$ cat src/rtl/arcsin_seq.sv
// rtl/arcsin_seq.sv - sequential coarse/fine arcsin over the sine-hundredths table
// Optional nearest-angle rounding when ARCSIN_NEAREST_EN is defined.
module arcsin_seq #(
    parameter int unsigned COARSE_STEP = 10
) (
    input  logic       clk_i,
    input  logic       rst_n_i,
    input  logic       start_i,
    input  logic       sign_i,
    input  logic       whole_i,
    input  logic [6:0] fraction_i,
    output logic       busy_o,
    output logic       done_o,
    output logic       err_o,
    output logic       angle_sign_o,
    output logic [6:0] angle_o
);
    typedef enum logic [1:0] {S_IDLE, S_COARSE, S_FINE, S_DONE} state_t;

    localparam logic [7:0] STEP = 8'(COARSE_STEP);

    state_t     state_q, state_d;
    logic [6:0] k_q, k_d, tgt_q, tgt_d, angle_q, angle_d;
    logic       sign_q, sign_d, err_pend_q, err_pend_d;
    logic       busy_q, busy_d, done_q, done_d, err_q, err_d, asign_q, asign_d;
    logic [6:0] t_k;
    logic [7:0] k_step, k_inc, f0_diff;

    function automatic logic [6:0] sin_tbl(input logic [6:0] k);
        logic [6:0] t;
        case (k)
            7'd0: t = 7'd0;   7'd1: t = 7'd1;   7'd2: t = 7'd3;   7'd3: t = 7'd5;
            7'd4: t = 7'd6;   7'd5: t = 7'd8;   7'd6: t = 7'd10;  7'd7: t = 7'd12;
            7'd8: t = 7'd13;  7'd9: t = 7'd15;  7'd10: t = 7'd17; 7'd11: t = 7'd19;
            7'd12: t = 7'd20; 7'd13: t = 7'd22; 7'd14: t = 7'd24; 7'd15: t = 7'd25;
            7'd16: t = 7'd27; 7'd17: t = 7'd29; 7'd18: t = 7'd30; 7'd19: t = 7'd32;
            7'd20: t = 7'd34; 7'd21: t = 7'd35; 7'd22: t = 7'd37; 7'd23: t = 7'd39;
            7'd24: t = 7'd40; 7'd25: t = 7'd42; 7'd26: t = 7'd43; 7'd27: t = 7'd45;
            7'd28: t = 7'd46; 7'd29: t = 7'd48; 7'd30: t = 7'd50; 7'd31: t = 7'd51;
            7'd32: t = 7'd52; 7'd33: t = 7'd54; 7'd34: t = 7'd55; 7'd35: t = 7'd57;
            7'd36: t = 7'd58; 7'd37: t = 7'd60; 7'd38: t = 7'd61; 7'd39: t = 7'd62;
            7'd40: t = 7'd64; 7'd41: t = 7'd65; 7'd42: t = 7'd66; 7'd43: t = 7'd68;
            7'd44: t = 7'd69; 7'd45: t = 7'd70; 7'd46: t = 7'd71; 7'd47: t = 7'd73;
            7'd48: t = 7'd74; 7'd49: t = 7'd75; 7'd50: t = 7'd76; 7'd51: t = 7'd77;
            7'd52: t = 7'd78; 7'd53: t = 7'd79; 7'd54: t = 7'd80; 7'd55: t = 7'd81;
            7'd56: t = 7'd82; 7'd57: t = 7'd83; 7'd58: t = 7'd84; 7'd59: t = 7'd85;
            7'd60: t = 7'd86; 7'd61: t = 7'd87; 7'd62: t = 7'd88;
            7'd63, 7'd64: t = 7'd89;
            7'd65: t = 7'd90; 7'd66: t = 7'd91;
            7'd67, 7'd68: t = 7'd92;
            7'd69, 7'd70: t = 7'd93;
            7'd71: t = 7'd94;
            7'd72, 7'd73: t = 7'd95;
            7'd74, 7'd75: t = 7'd96;
            7'd76, 7'd77, 7'd78: t = 7'd97;
            7'd79, 7'd80, 7'd81: t = 7'd98;
            7'd82, 7'd83, 7'd84, 7'd85, 7'd86, 7'd87, 7'd88, 7'd89: t = 7'd99;
            default: t = 7'd100;
        endcase
        return t;
    endfunction

`ifdef ARCSIN_NEAREST_EN
    logic [6:0] t_km1;
    assign t_km1 = sin_tbl(k_q - 7'd1);
`endif

    assign t_k     = sin_tbl(k_q);
    assign k_step  = {1'b0, k_q} + STEP;
    assign k_inc   = {1'b0, k_q} + 8'd1;
    assign f0_diff = k_inc - STEP;

    always_comb begin
        state_d    = state_q;
        k_d        = k_q;
        tgt_d      = tgt_q;
        sign_d     = sign_q;
        err_pend_d = err_pend_q;
        busy_d     = busy_q;
        done_d     = 1'b0;
        err_d      = err_q;
        asign_d    = asign_q;
        angle_d    = angle_q;
        case (state_q)
            S_IDLE: begin
                if (start_i) begin
                    tgt_d  = whole_i ? 7'd100 : fraction_i;
                    sign_d = sign_i;
                    k_d    = 7'd0;
                    if (fraction_i > 7'd99 || (whole_i && fraction_i != 7'd0)) begin
                        err_pend_d = 1'b1;
                        sign_d     = 1'b0;
                        state_d    = S_DONE;
                    end else begin
                        err_pend_d = 1'b0;
                        busy_d     = 1'b1;
                        state_d    = S_COARSE;
                    end
                end
            end
            S_COARSE: begin
                if (t_k >= tgt_q) begin
                    k_d     = (k_inc > STEP) ? f0_diff[6:0] : 7'd0;
                    state_d = S_FINE;
                end else if (k_step > 8'd90) begin
                    k_d     = k_inc[6:0];
                    state_d = S_FINE;
                end else begin
                    k_d = k_step[6:0];
                end
            end
            S_FINE: begin
                if (t_k >= tgt_q) begin
                    state_d = S_DONE;
`ifdef ARCSIN_NEAREST_EN
                    // ties between neighbours resolve to the lower angle
                    if (k_q != 7'd0 && t_k != tgt_q && (tgt_q - t_km1) <= (t_k - tgt_q))
                        k_d = k_q - 7'd1;
`endif
                end else begin
                    k_d = k_inc[6:0];
                end
            end
            S_DONE: begin
                state_d = S_IDLE;
                done_d  = 1'b1;
                busy_d  = 1'b0;
                err_d   = err_pend_q;
                angle_d = k_q;
                asign_d = sign_q && (k_q != 7'd0);
            end
            default: state_d = S_IDLE;
        endcase
    end

    always_ff @(posedge clk_i or negedge rst_n_i) begin
        if (!rst_n_i) begin
            state_q    <= S_IDLE;
            k_q        <= 7'd0;
            tgt_q      <= 7'd0;
            sign_q     <= 1'b0;
            err_pend_q <= 1'b0;
            busy_q     <= 1'b0;
            done_q     <= 1'b0;
            err_q      <= 1'b0;
            asign_q    <= 1'b0;
            angle_q    <= 7'd0;
        end else begin
            state_q    <= state_d;
            k_q        <= k_d;
            tgt_q      <= tgt_d;
            sign_q     <= sign_d;
            err_pend_q <= err_pend_d;
            busy_q     <= busy_d;
            done_q     <= done_d;
            err_q      <= err_d;
            asign_q    <= asign_d;
            angle_q    <= angle_d;
        end
    end

    assign busy_o       = busy_q;
    assign done_o       = done_q;
    assign err_o        = err_q;
    assign angle_sign_o = asign_q;
    assign angle_o      = angle_q;
endmodule

$ cat config.mk
export PLATFORM = sky130hd
export DESIGN_NAME = arcsin_seq
export DESIGN_NICKNAME = d
export VERILOG_FILES = /design/src/rtl/arcsin_seq.sv
export SDC_FILE = /design/constraint.sdc
export NUM_CORES = 1
export LEC_CHECK = 0
export ABC_AREA = 1
export CAP_MARGIN = 15
export CORE_ASPECT_RATIO = 0.8
export CORE_MARGIN = 1
export CORE_UTILIZATION = 55
export DETAILED_ROUTE_END_ITERATION = 10
export PLACE_DENSITY = 0.83
export SYNTH_ARGS = -nofsm -noshare
export SYNTH_HDL_FRONTEND = slang
export SYNTH_SLANG_ARGS = --single-unit
$ cat constraint.sdc
create_clock -name clk_i -period 4.64 [get_ports clk_i]
set_input_delay 0.464 -clock clk_i [delete_from_list [all_inputs] [get_ports clk_i]]
set_output_delay 0.464 -clock clk_i [all_outputs]
set_load 0.02 [all_outputs]
* Word-level counts from Yosys, hierarchy flattened *
Memories as Yosys holds them, arrays and structs flattened.
Index checks and enable logic that the tools add are counted.

cells by class
  reduce and logical (&&, ||, !) cells = 12
  equality and inequality tests = 8
  magnitude comparators = 4
  multiplexer cells = 19
  add/subtract/negate cells = 3

operators by type and width
  kind                                                                              count
  7-bit two-way mux                                                                 6
  7-bit one-hot mux with 3 select lines                                             1
  7-bit nonzero test                                                                2
  2-bit two-way mux                                                                 5
  3-bit AND reduction                                                               3
  7-bit by 1-bit adder with 8-bit output (second input constant)                    1
  7-bit by 4-bit adder with 8-bit output (second input constant)                    1
  8-bit by 4-bit greater-than comparator with 1-bit output (second input constant)  1
  8-bit by 7-bit greater-than comparator with 1-bit output (second input constant)  1
  2-bit != test (second input constant)                                             4
  2-bit one-hot mux with 4 select lines                                             1
  7-bit >= comparator                                                               1
  7-bit greater-than comparator (second input constant)                             1
  7-bit by 4-bit subtractor with 7-bit output (second input constant)               1
  1-bit two-way mux                                                                 5
  2-bit == test (second input constant)                                             2
  3-bit != test (second input constant)                                             1
  3-bit nonzero test                                                                1
  2-bit by 1-bit == test with 1-bit output (second input constant)                  1
  1-bit logical AND                                                                 2
  2-bit logical NOT                                                                 1
  1-bit one-hot mux with 2 select lines                                             1
  2-bit AND reduction                                                               1
  2-bit nonzero test                                                                1
  1-bit logical OR                                                                  1

word-level totals
  output and inout bits = 11
  word-level logic and storage cells = 57
  bits in registers = 29
  input port bits = 12
  memories kept = 1
  memory bits (read-only) = 896

memories
  name             words  width  rd ports  clocked after Yosys merged registers in  wr ports  RTL line  text
  (no name shown)  128    7      1         0                                        0         31        case (k)

* Logic depth before layout (Yosys ltp) *
Gate-level depths: netlist of run 1.

  word-level depth = 6
  depth in mapped cells = 21
  mapped depth without buffers = 21

* Least setup slack after synthesis of run 1 *
No wires, ideal clock.

  path kind = register to register
  start point = register k_q[2]
  end point = register k_q[4]
  path buffers = 1
  data required time = 4.575 ns
  period minus slack after synthesis = 2.999 ns
  arrival time = 2.934 ns
  stages on the path, launching flop included = 21
  library setup time = 0.065 ns
  path slack = 1.641 ns
  cell sequence = dfrtp_1 buf_4 inv_2 ha_1 inv_1 ha_1 nand2_1 nand3_1 a221o_1 nand2_1 inv_1 ha_1 a21oi_1 o21ai_1 nand2_1 nand3_2 a21oi_1 inv_1 nor2_2 nand2_1 nand2_1

on the way
  word-level cells in the longest chain between the ends = 5
  elaborated cells between the ends (all ways) = 14
  those cells by class = add/sub: 3; order compare: 3; eq/ne: 1; mux: 5; reduce/logical: 1; memory: 1

RTL lines
  item                                                                             RTL line  text
  start: declaration                                                               23        logic [6:0] k_q, k_d, tgt_q, tgt_d, angle_q, angle_d;
  start signal: assignment                                                         150       k_q <= k_d;
  parallel branches: the longest is 5 deep, another holds memory read 128 x 7 bit  -

Several ways; the timed one is not identified. The select of a mux whose other input is x is not followed.
A chain may end at the register's enable or synchronous reset.

* Worst setup path in the final report of run 1 *
  start point = register k_q[2]
  end point = register k_q[3]

Same word-level chain as after synthesis.

==> results of run 1 <==
[Yosys cell counts (all sizes together), types with 3 or more instances]
library cell    n
o21ai          41
a21oi          21
clkbuf          7
inv            48
nand2         138
nand4           5
ha             32
nand3          43
nor2           33
buf             8
o2111ai         3
nor3            4
dfrtp          29
[kinds of logic after synthesis]
group	after synthesis
simple gates	227
compound gates	76
buf+inv	63
fa+ha+maj	32
flops	29
xor+xnor	1
[sequential cells by signal, indices dropped and copies added (netlist names)]
name and cells:
err_pend_q 1, err_o 1, angle_o 7, state_q 2, tgt_q 7, k_q 7, done_o 1, angle_sign_o 1
busy_o 1, sign_q 1
[final timing paths]
kind	start	end	slack [ns]	cells past startpoint
max reg2reg	k_q[2]	k_q[3]	0.93	19
max in group asynchronous	rst_n_i	k_q[1]	3.78	2
max	k_q[2]	k_q[3]	0.93	19
min reg2reg	err_o	err_o	0.48	2
min in group asynchronous	rst_n_i	angle_o[0]	0.59	2
min	err_o	err_o	0.48	2
[routing by layer]
layer	share of wire, %	routed length, microns
met2	44	3350
met3	8.9	672
met4	1.3	96
met5	0	0
met1	45	3410
[through the flow]
step | setup slack, ns | total power [mW]
floorplan | 1.64 | 1.81
global placement | 1.05 | 2.23
detailed placement | 1.01 | 2.26
CTS | 0.999 | 2.47
global route | 0.570 | 2.76
finish | 0.931 | 2.49
[layout make-up]
class	instances	area, sq um	area share, %
timing repair buffer	25	243	7.63
clock buffer	6	72.6	2.28
inverter	48	183	5.74
clock inverter	2	10.0	0.315
sequential	29	726	22.8
tap	62	77.6	2.44
multi-input combinational	336	1870	58.8
[power groups by stage]
| stage | sequential [mW] | combinational (mW) | clock (mW) |
|---|---|---|---|
| floorplan | 0.478 | 1.34 | 0 |
| global placement | 0.493 | 1.74 | 0 |
| detailed placement | 0.493 | 1.77 | 0 |
| CTS | 0.490 | 1.78 | 0.200 |
| global route | 0.511 | 2.03 | 0.215 |
| finish | 0.493 | 1.80 | 0.197 |
[worst max-delay path, stage by stage, from the launching register on]
cell	delay (ns)
dfrtp_1	0.69
inv_2	0.34
ha_1	0.24
inv_1	0.08
ha_1	0.19
nand2_1	0.07
nand3_1	0.10
a221o_1	0.28
nand2_1	0.07
inv_1	0.04
ha_1	0.30
a21oi_1	0.13
o21ai_1	0.08
nand2_1	0.08
nand3_2	0.20
a21oi_1	0.23
inv_1	0.15
nor2_2	0.22
nand2_1	0.09
nand2_1	0.06
==> flow_results.xml, run 1 <==
<?xml version="1.0" encoding="UTF-8"?>
<metrics>
  <group name="layout">
    <metric name="post_layout_nonfiller_instances" unit="">508</metric>
    <metric name="area_growth_syn_to_layout" unit="%">10.7</metric>
    <metric name="num-nets-final" unit="">489</metric>
    <metric name="layout.core_utilization" unit="%">63.5</metric>
    <metric name="final_layout_size_suffix_gt1_share" unit="%">7.85</metric>
    <metric name="n_fill_cell" unit="">462</metric>
    <metric name="post-route-cell-area" unit="sq mm">0.00318</metric>
    <metric name="layout.cells.most_common" unit="">nand2_1</metric>
    <metric name="final_cell_mix" unit="">132 x nand2_1, 44 x inv_1, 36 x nand3_1</metric>
    <metric name="diode_count" unit="">0</metric>
  </group>
  <group name="power_and_ir_drop">
    <metric name="p_int" unit="mW">1.11</metric>
    <metric name="leakagePower" unit="nW">1.64</metric>
    <metric name="seqPwrFrac" unit="%">19.8</metric>
    <metric name="power.switching" unit="mW">1.38</metric>
    <metric name="power.share.combinational" unit="%">72.3</metric>
    <metric name="power.share.clock" unit="%">7.9</metric>
    <metric name="vdd.ir_drop.worst" unit="uV">492</metric>
    <metric name="p_per_area" unit="mW/mm^2">782</metric>
    <metric name="power_switching_share" unit="%">55.6</metric>
  </group>
  <group name="clock_tree">
    <metric name="cts_hold_repair.buffers" unit="">0</metric>
    <metric name="post_cts.repair.setup_buffers" unit="">0</metric>
    <metric name="numCtsBuffers" unit="">5</metric>
    <metric name="cts_tree" unit="">done</metric>
    <metric name="clock_tree.root_cell" unit="">clkbuf_8</metric>
    <metric name="tritoncts_num_sinks" unit="">29</metric>
    <metric name="post_cts.resized_instances" unit="">0</metric>
    <metric name="clkTransAtPathRegs" unit="ns">0.06</metric>
    <metric name="cts.path.max_buffers" unit="">2</metric>
    <metric name="clock_insertion_delay_worst_skew" unit="ns">0.28</metric>
    <metric name="htree_num_levels" unit="">2</metric>
  </group>
  <group name="floorplan">
    <metric name="floorplan_die_width" unit="microns">82.8</metric>
    <metric name="placementRows" unit="">23</metric>
    <metric name="io_pins" unit="">23</metric>
    <metric name="initial_core_util" unit="%">57.4</metric>
    <metric name="die_height" unit="microns">66.7</metric>
    <metric name="coreArea" unit="sq mm">0.00501</metric>
    <metric name="die-area" unit="sq mm">0.00552</metric>
  </group>
  <group name="critical_path">
    <metric name="worstSetupEndpointType" unit="">flip-flop</metric>
    <metric name="worst_setup_path_start_kind" unit="">flip-flop</metric>
    <metric name="crit_fanout" unit="">25</metric>
    <metric name="cp_data_required_time" unit="ns">4.86</metric>
    <metric name="path_class" unit="">reg2reg</metric>
    <metric name="cp.arrival" unit="ns">3.93</metric>
  </group>
  <group name="synth">
    <metric name="postSynthRegisterBits" unit="">29</metric>
    <metric name="synth_ff_type" unit="">dfrtp_1</metric>
    <metric name="synthAdderAreaFrac" unit="%">13.9</metric>
    <metric name="synth.area.mux_share" unit="%">0</metric>
    <metric name="yosys_warnings" unit="">0</metric>
    <metric name="synth_simple_gate_area_share" unit="%">35.7</metric>
    <metric name="synthDominantAreaCellType" unit="">dfrtp_1</metric>
    <metric name="netlist-cell-type-count" unit="">37</metric>
    <metric name="netlist_area" unit="sq mm">0.00287</metric>
    <metric name="post_synthesis_compound_gate_area_fraction" unit="%">15.2</metric>
    <metric name="yosys.area.top_type_share" unit="%">25.3</metric>
    <metric name="post_synth_main_area_contributors" unit="">dfrtp_1 25%, nand2_1 17%, ha_1 14%, nand3_1 6.3%, o21ai_0 6.1%</metric>
    <metric name="combinational_family_with_the_most_area_after_synthesis" unit="">simple AND/OR/NAND/NOR gates</metric>
    <metric name="synth_async_sr_flop_share" unit="%">100</metric>
    <metric name="mappedNetlistNets" unit="">472</metric>
    <metric name="edff_count_synth" unit="">0</metric>
    <metric name="synthXorXnorAreaFrac" unit="%">0.305</metric>
    <metric name="yosysSeqAreaShare" unit="%">25.3</metric>
    <metric name="postSynthCellCount" unit="">428</metric>
    <metric name="syn-mean-instance-area" unit="sq um">6.71</metric>
  </group>
  <group name="sta">
    <metric name="timing.final.hold_violations" unit="">0</metric>
    <metric name="timing.fmax" unit="GHz">0.270</metric>
    <metric name="final-max-slew-violation-count" unit="">0</metric>
    <metric name="setup-tns-final" unit="ns">0</metric>
    <metric name="min_clock_period_post_route" unit="ns">3.71</metric>
    <metric name="final.setup_skew" unit="ns">0.00604</metric>
    <metric name="period_share" unit="%">79.9</metric>
    <metric name="grt_setup_unrepaired" unit="">no</metric>
    <metric name="setup_viol" unit="">0</metric>
    <metric name="tightest_slew" unit="ns">0.849</metric>
    <metric name="slew_headroom" unit="%">43.4</metric>
    <metric name="hold_slack" unit="ns">0.478</metric>
  </group>
  <group name="global_routing">
    <metric name="grt-ovfl-total" unit="">0</metric>
    <metric name="first_global_vias" unit="">2672</metric>
    <metric name="grt_max_degree" unit="">30</metric>
    <metric name="grt_use_total" unit="%">29.6</metric>
    <metric name="grt_busiest_layer" unit="">met2</metric>
    <metric name="globalRouteMet1Util" unit="%">40.8</metric>
    <metric name="global_route_wire_length_before_repair" unit="microns">12900</metric>
    <metric name="gr-usage-met3" unit="%">5.95</metric>
    <metric name="grtUsageMet2" unit="%">47.4</metric>
    <metric name="antenna_found_initial" unit="">0</metric>
  </group>
  <group name="hold_path">
    <metric name="timing.hold.worst.class" unit="">reg2reg</metric>
  </group>
  <group name="place">
    <metric name="gp_congestion" unit="">1.00</metric>
    <metric name="numPlacedInstances" unit="">500</metric>
    <metric name="hpwl" unit="microns">5680</metric>
    <metric name="buffer_ports.inserted" unit="">22</metric>
    <metric name="dpl_cell_area" unit="sq mm">0.00310</metric>
  </group>
  <group name="detailed_routing">
    <metric name="drc" unit="">0</metric>
    <metric name="post_drt_wl_per_cell" unit="microns">14.8</metric>
    <metric name="route.vias.total" unit="">2918</metric>
    <metric name="drt_first_iter_violations" unit="">301</metric>
    <metric name="wirelength" unit="microns">7530</metric>
    <metric name="drt_pass1_iterations" unit="">5</metric>
    <metric name="antenna_nets_post_route" unit="">0</metric>
    <metric name="avgViaCountPerCell" unit="">5.74</metric>
  </group>
  <group name="outcome">
    <metric name="status" unit="">completed</metric>
  </group>
  <group name="job">
    <metric name="drv.max_cap_violation_count" unit="">0</metric>
  </group>
</metrics>
No activity file was read; power rests on OpenSTA's default activity.
==> run 2, diff against run 1 <==
Settings changed: CORE_UTILIZATION 55 to 54, PLACE_DENSITY 0.83 to 0.85.
Clock period 4.64 ns to 3.2 ns, I/O delays scaled along.
==> run 2 against run 1 <==
Maximum frequency increased by 24%; register-to-register slack got worse by 0.73 ns; global-route usage increased by 0.90 points; flip-flop and latch count unchanged; critical path depth increased by 2; clock-buffer cell count increased by 2; sequential power increased by 31%; largest cell class unchanged; final area increased by 6.7%; clock power increased by 45%; via count increased by 7.7%.
==> flow_results.xml, run 2 (synthesis gave the netlist of run 1 again) <==
<?xml version="1.0" encoding="UTF-8"?>
<metrics>
  <group name="sta">
    <metric name="tightest_slew" unit="ns">0.498</metric>
    <metric name="hold_slack" unit="ns">0.419</metric>
    <metric name="final-max-slew-violation-count" unit="">0</metric>
    <metric name="min_clock_period_post_route" unit="ns">3.00</metric>
    <metric name="timing.fmax" unit="GHz">0.333</metric>
    <metric name="period_share" unit="%">93.8</metric>
    <metric name="slew_headroom" unit="%">66.8</metric>
    <metric name="final.setup_skew" unit="ns">0.00898</metric>
    <metric name="setup_viol" unit="">0</metric>
    <metric name="timing.final.hold_violations" unit="">0</metric>
    <metric name="setup-tns-final" unit="ns">0</metric>
  </group>
  <group name="detailed_routing">
    <metric name="post_drt_wl_per_cell" unit="microns">15.5</metric>
    <metric name="wirelength" unit="microns">8250</metric>
    <metric name="drc" unit="">0</metric>
    <metric name="drt_first_iter_violations" unit="">355</metric>
    <metric name="antenna_nets_post_route" unit="">0</metric>
    <metric name="avgViaCountPerCell" unit="">5.92</metric>
    <metric name="drt_pass1_iterations" unit="">5</metric>
    <metric name="route.vias.total" unit="">3143</metric>
  </group>
  <group name="layout">
    <metric name="layout.cells.most_common" unit="">nand2_1</metric>
    <metric name="final_layout_size_suffix_gt1_share" unit="%">13.9</metric>
    <metric name="n_fill_cell" unit="">462</metric>
    <metric name="layout.core_utilization" unit="%">67.0</metric>
    <metric name="final_cell_mix" unit="">132 x nand2_1, 42 x inv_1, 36 x nand3_1</metric>
    <metric name="num-nets-final" unit="">512</metric>
    <metric name="diode_count" unit="">0</metric>
    <metric name="post_layout_nonfiller_instances" unit="">531</metric>
    <metric name="area_growth_syn_to_layout" unit="%">18.1</metric>
  </group>
  <group name="clock_tree">
    <metric name="numCtsBuffers" unit="">5</metric>
    <metric name="tritoncts_num_sinks" unit="">29</metric>
    <metric name="cts.path.max_buffers" unit="">2</metric>
    <metric name="clkTransAtPathRegs" unit="ns">0.06</metric>
    <metric name="clock_insertion_delay_worst_skew" unit="ns">0.28</metric>
    <metric name="cts_hold_repair.buffers" unit="">0</metric>
    <metric name="clock_tree.root_cell" unit="">clkbuf_8</metric>
    <metric name="cts_tree" unit="">done</metric>
    <metric name="htree_num_levels" unit="">2</metric>
  </group>
  <group name="place">
    <metric name="buffer_ports.inserted" unit="">22</metric>
    <metric name="numPlacedInstances" unit="">515</metric>
    <metric name="gp_congestion" unit="">1.03</metric>
    <metric name="hpwl" unit="microns">6160</metric>
  </group>
  <group name="hold_path">
    <metric name="timing.hold.worst.class" unit="">in2async</metric>
  </group>
  <group name="critical_path">
    <metric name="setup.reg_to_reg.worst_slack" unit="ns">0.20</metric>
    <metric name="worstRegToRegCells" unit="">21</metric>
    <metric name="cp.arrival" unit="ns">3.18</metric>
    <metric name="crit_fanout" unit="">7</metric>
    <metric name="r2r_end" unit="">k_q[5]</metric>
    <metric name="path_class" unit="">reg2reg</metric>
    <metric name="r2r-start" unit="">k_q[1]</metric>
    <metric name="cp_data_required_time" unit="ns">3.37</metric>
    <metric name="worst_setup_path_start_kind" unit="">flip-flop</metric>
    <metric name="worstSetupEndpointType" unit="">flip-flop</metric>
    <metric name="cp-startpoint" unit="">k_q[1]</metric>
  </group>
  <group name="power_and_ir_drop">
    <metric name="report.power.total" unit="mW">3.90</metric>
    <metric name="leakagePower" unit="nW">1.75</metric>
    <metric name="vdd.ir_drop.worst" unit="uV">981</metric>
    <metric name="p_per_area" unit="mW/mm^2">1150</metric>
  </group>
  <group name="floorplan">
    <metric name="die_height" unit="microns">67.3</metric>
    <metric name="io_pins" unit="">23</metric>
    <metric name="placementRows" unit="">23</metric>
    <metric name="coreArea" unit="sq mm">0.00506</metric>
    <metric name="initial_core_util" unit="%">56.7</metric>
    <metric name="die-area" unit="sq mm">0.00562</metric>
    <metric name="floorplan_die_width" unit="microns">83.6</metric>
  </group>
  <group name="global_routing">
    <metric name="antenna_found_initial" unit="">0</metric>
    <metric name="first_global_vias" unit="">2766</metric>
    <metric name="grt-ovfl-total" unit="">0</metric>
    <metric name="grt_max_degree" unit="">30</metric>
    <metric name="grt_use_total" unit="%">30.5</metric>
    <metric name="global_route_wire_length_before_repair" unit="microns">13500</metric>
  </group>
  <group name="job">
    <metric name="drv.max_cap_violation_count" unit="">0</metric>
  </group>
  <group name="outcome">
    <metric name="status" unit="">completed</metric>
  </group>
</metrics>
[run 2: cell count changes in the layout (fill, tap and decap cells not counted), moves of 2 or more]
| cell | before | now |
|---|---|---|
| clkbuf_1 | 1 | 3 |
| clkinv_2 | 2 | 0 |
| ha_1 | 32 | 29 |
| buf_4 | 3 | 23 |
| inv_1 | 44 | 42 |
| buf_6 | 0 | 2 |
| nor2_1 | 28 | 26 |
| ha_2 | 0 | 2 |
[run 2: per-layer routing]
layer  up-vias  wire, microns  share of wire [%]  global-route usage (%)
li1       1485              -                  -                       -
met1      1448           3760                 46                    41.7
met2       189           3600                 44                    50.0
met3        21            731                8.9                    4.52
met4         0            161                2.0                    10.2
met5         -              0                  0                       0
[run 2: worst max path at each step]
stage	endpoint	slack (ns)	depth (start not counted)
floorplan	k_q[4]	0.20	20
global placement	k_q[5]	0.19	19
detailed placement	k_q[5]	0.12	21
CTS	k_q[3]	0.05	20
global route	k_q[5]	-0.02	22
finish	k_q[5]	0.20	21
[run 2: power by group]
part / switching, mW / internal [mW]
sequential: 0.123 / 0.523
combinational: 1.87 / 1.10
clock: 0.132 / 0.154
total: 2.12 / 1.77
[run 2: metrics by stage]
stage               setup WS (ns)  cell area, sq um
floorplan                   0.201              2870
global placement            0.190              3210
detailed placement          0.117              3210
CTS                        0.0460              3290
global route              -0.0212              3390
finish                      0.198              3390
[run 2: critical path, stage by stage, from the launching register on]
cell and delay, ns:
dfrtp_2 0.44, buf_6 0.15, buf_4 0.13, ha_1 0.18, nor2_1 0.21, o21ai_0 0.13, nand3_1 0.10, o2111ai_1 0.10
nand2_1 0.08, inv_1 0.04, ha_1 0.31, a21oi_1 0.14, o21ai_1 0.08, nand2_1 0.08, nand3_2 0.12, buf_4 0.19
nor2_2 0.11, nand2_1 0.06, nand3_1 0.07, nand2_1 0.08, nand2_1 0.06, nand2_1 0.05
[run 2: timing repair]
item,in CTS,in global routing
buffers inserted,0,7
setup endpoints to repair,0,9
gates resized for setup,0,16
[run 2: layout make-up]
class                   count  area [sq um]  share of cell area [%]
multi-input cells         336          1900                    56.0
flip-flops and latches     29           727                    21.4
repair buffers             48           420                    12.4
inverters                  48           188                    5.53
clock buffers               8          80.1                    2.36
well taps                  62          77.6                    2.29
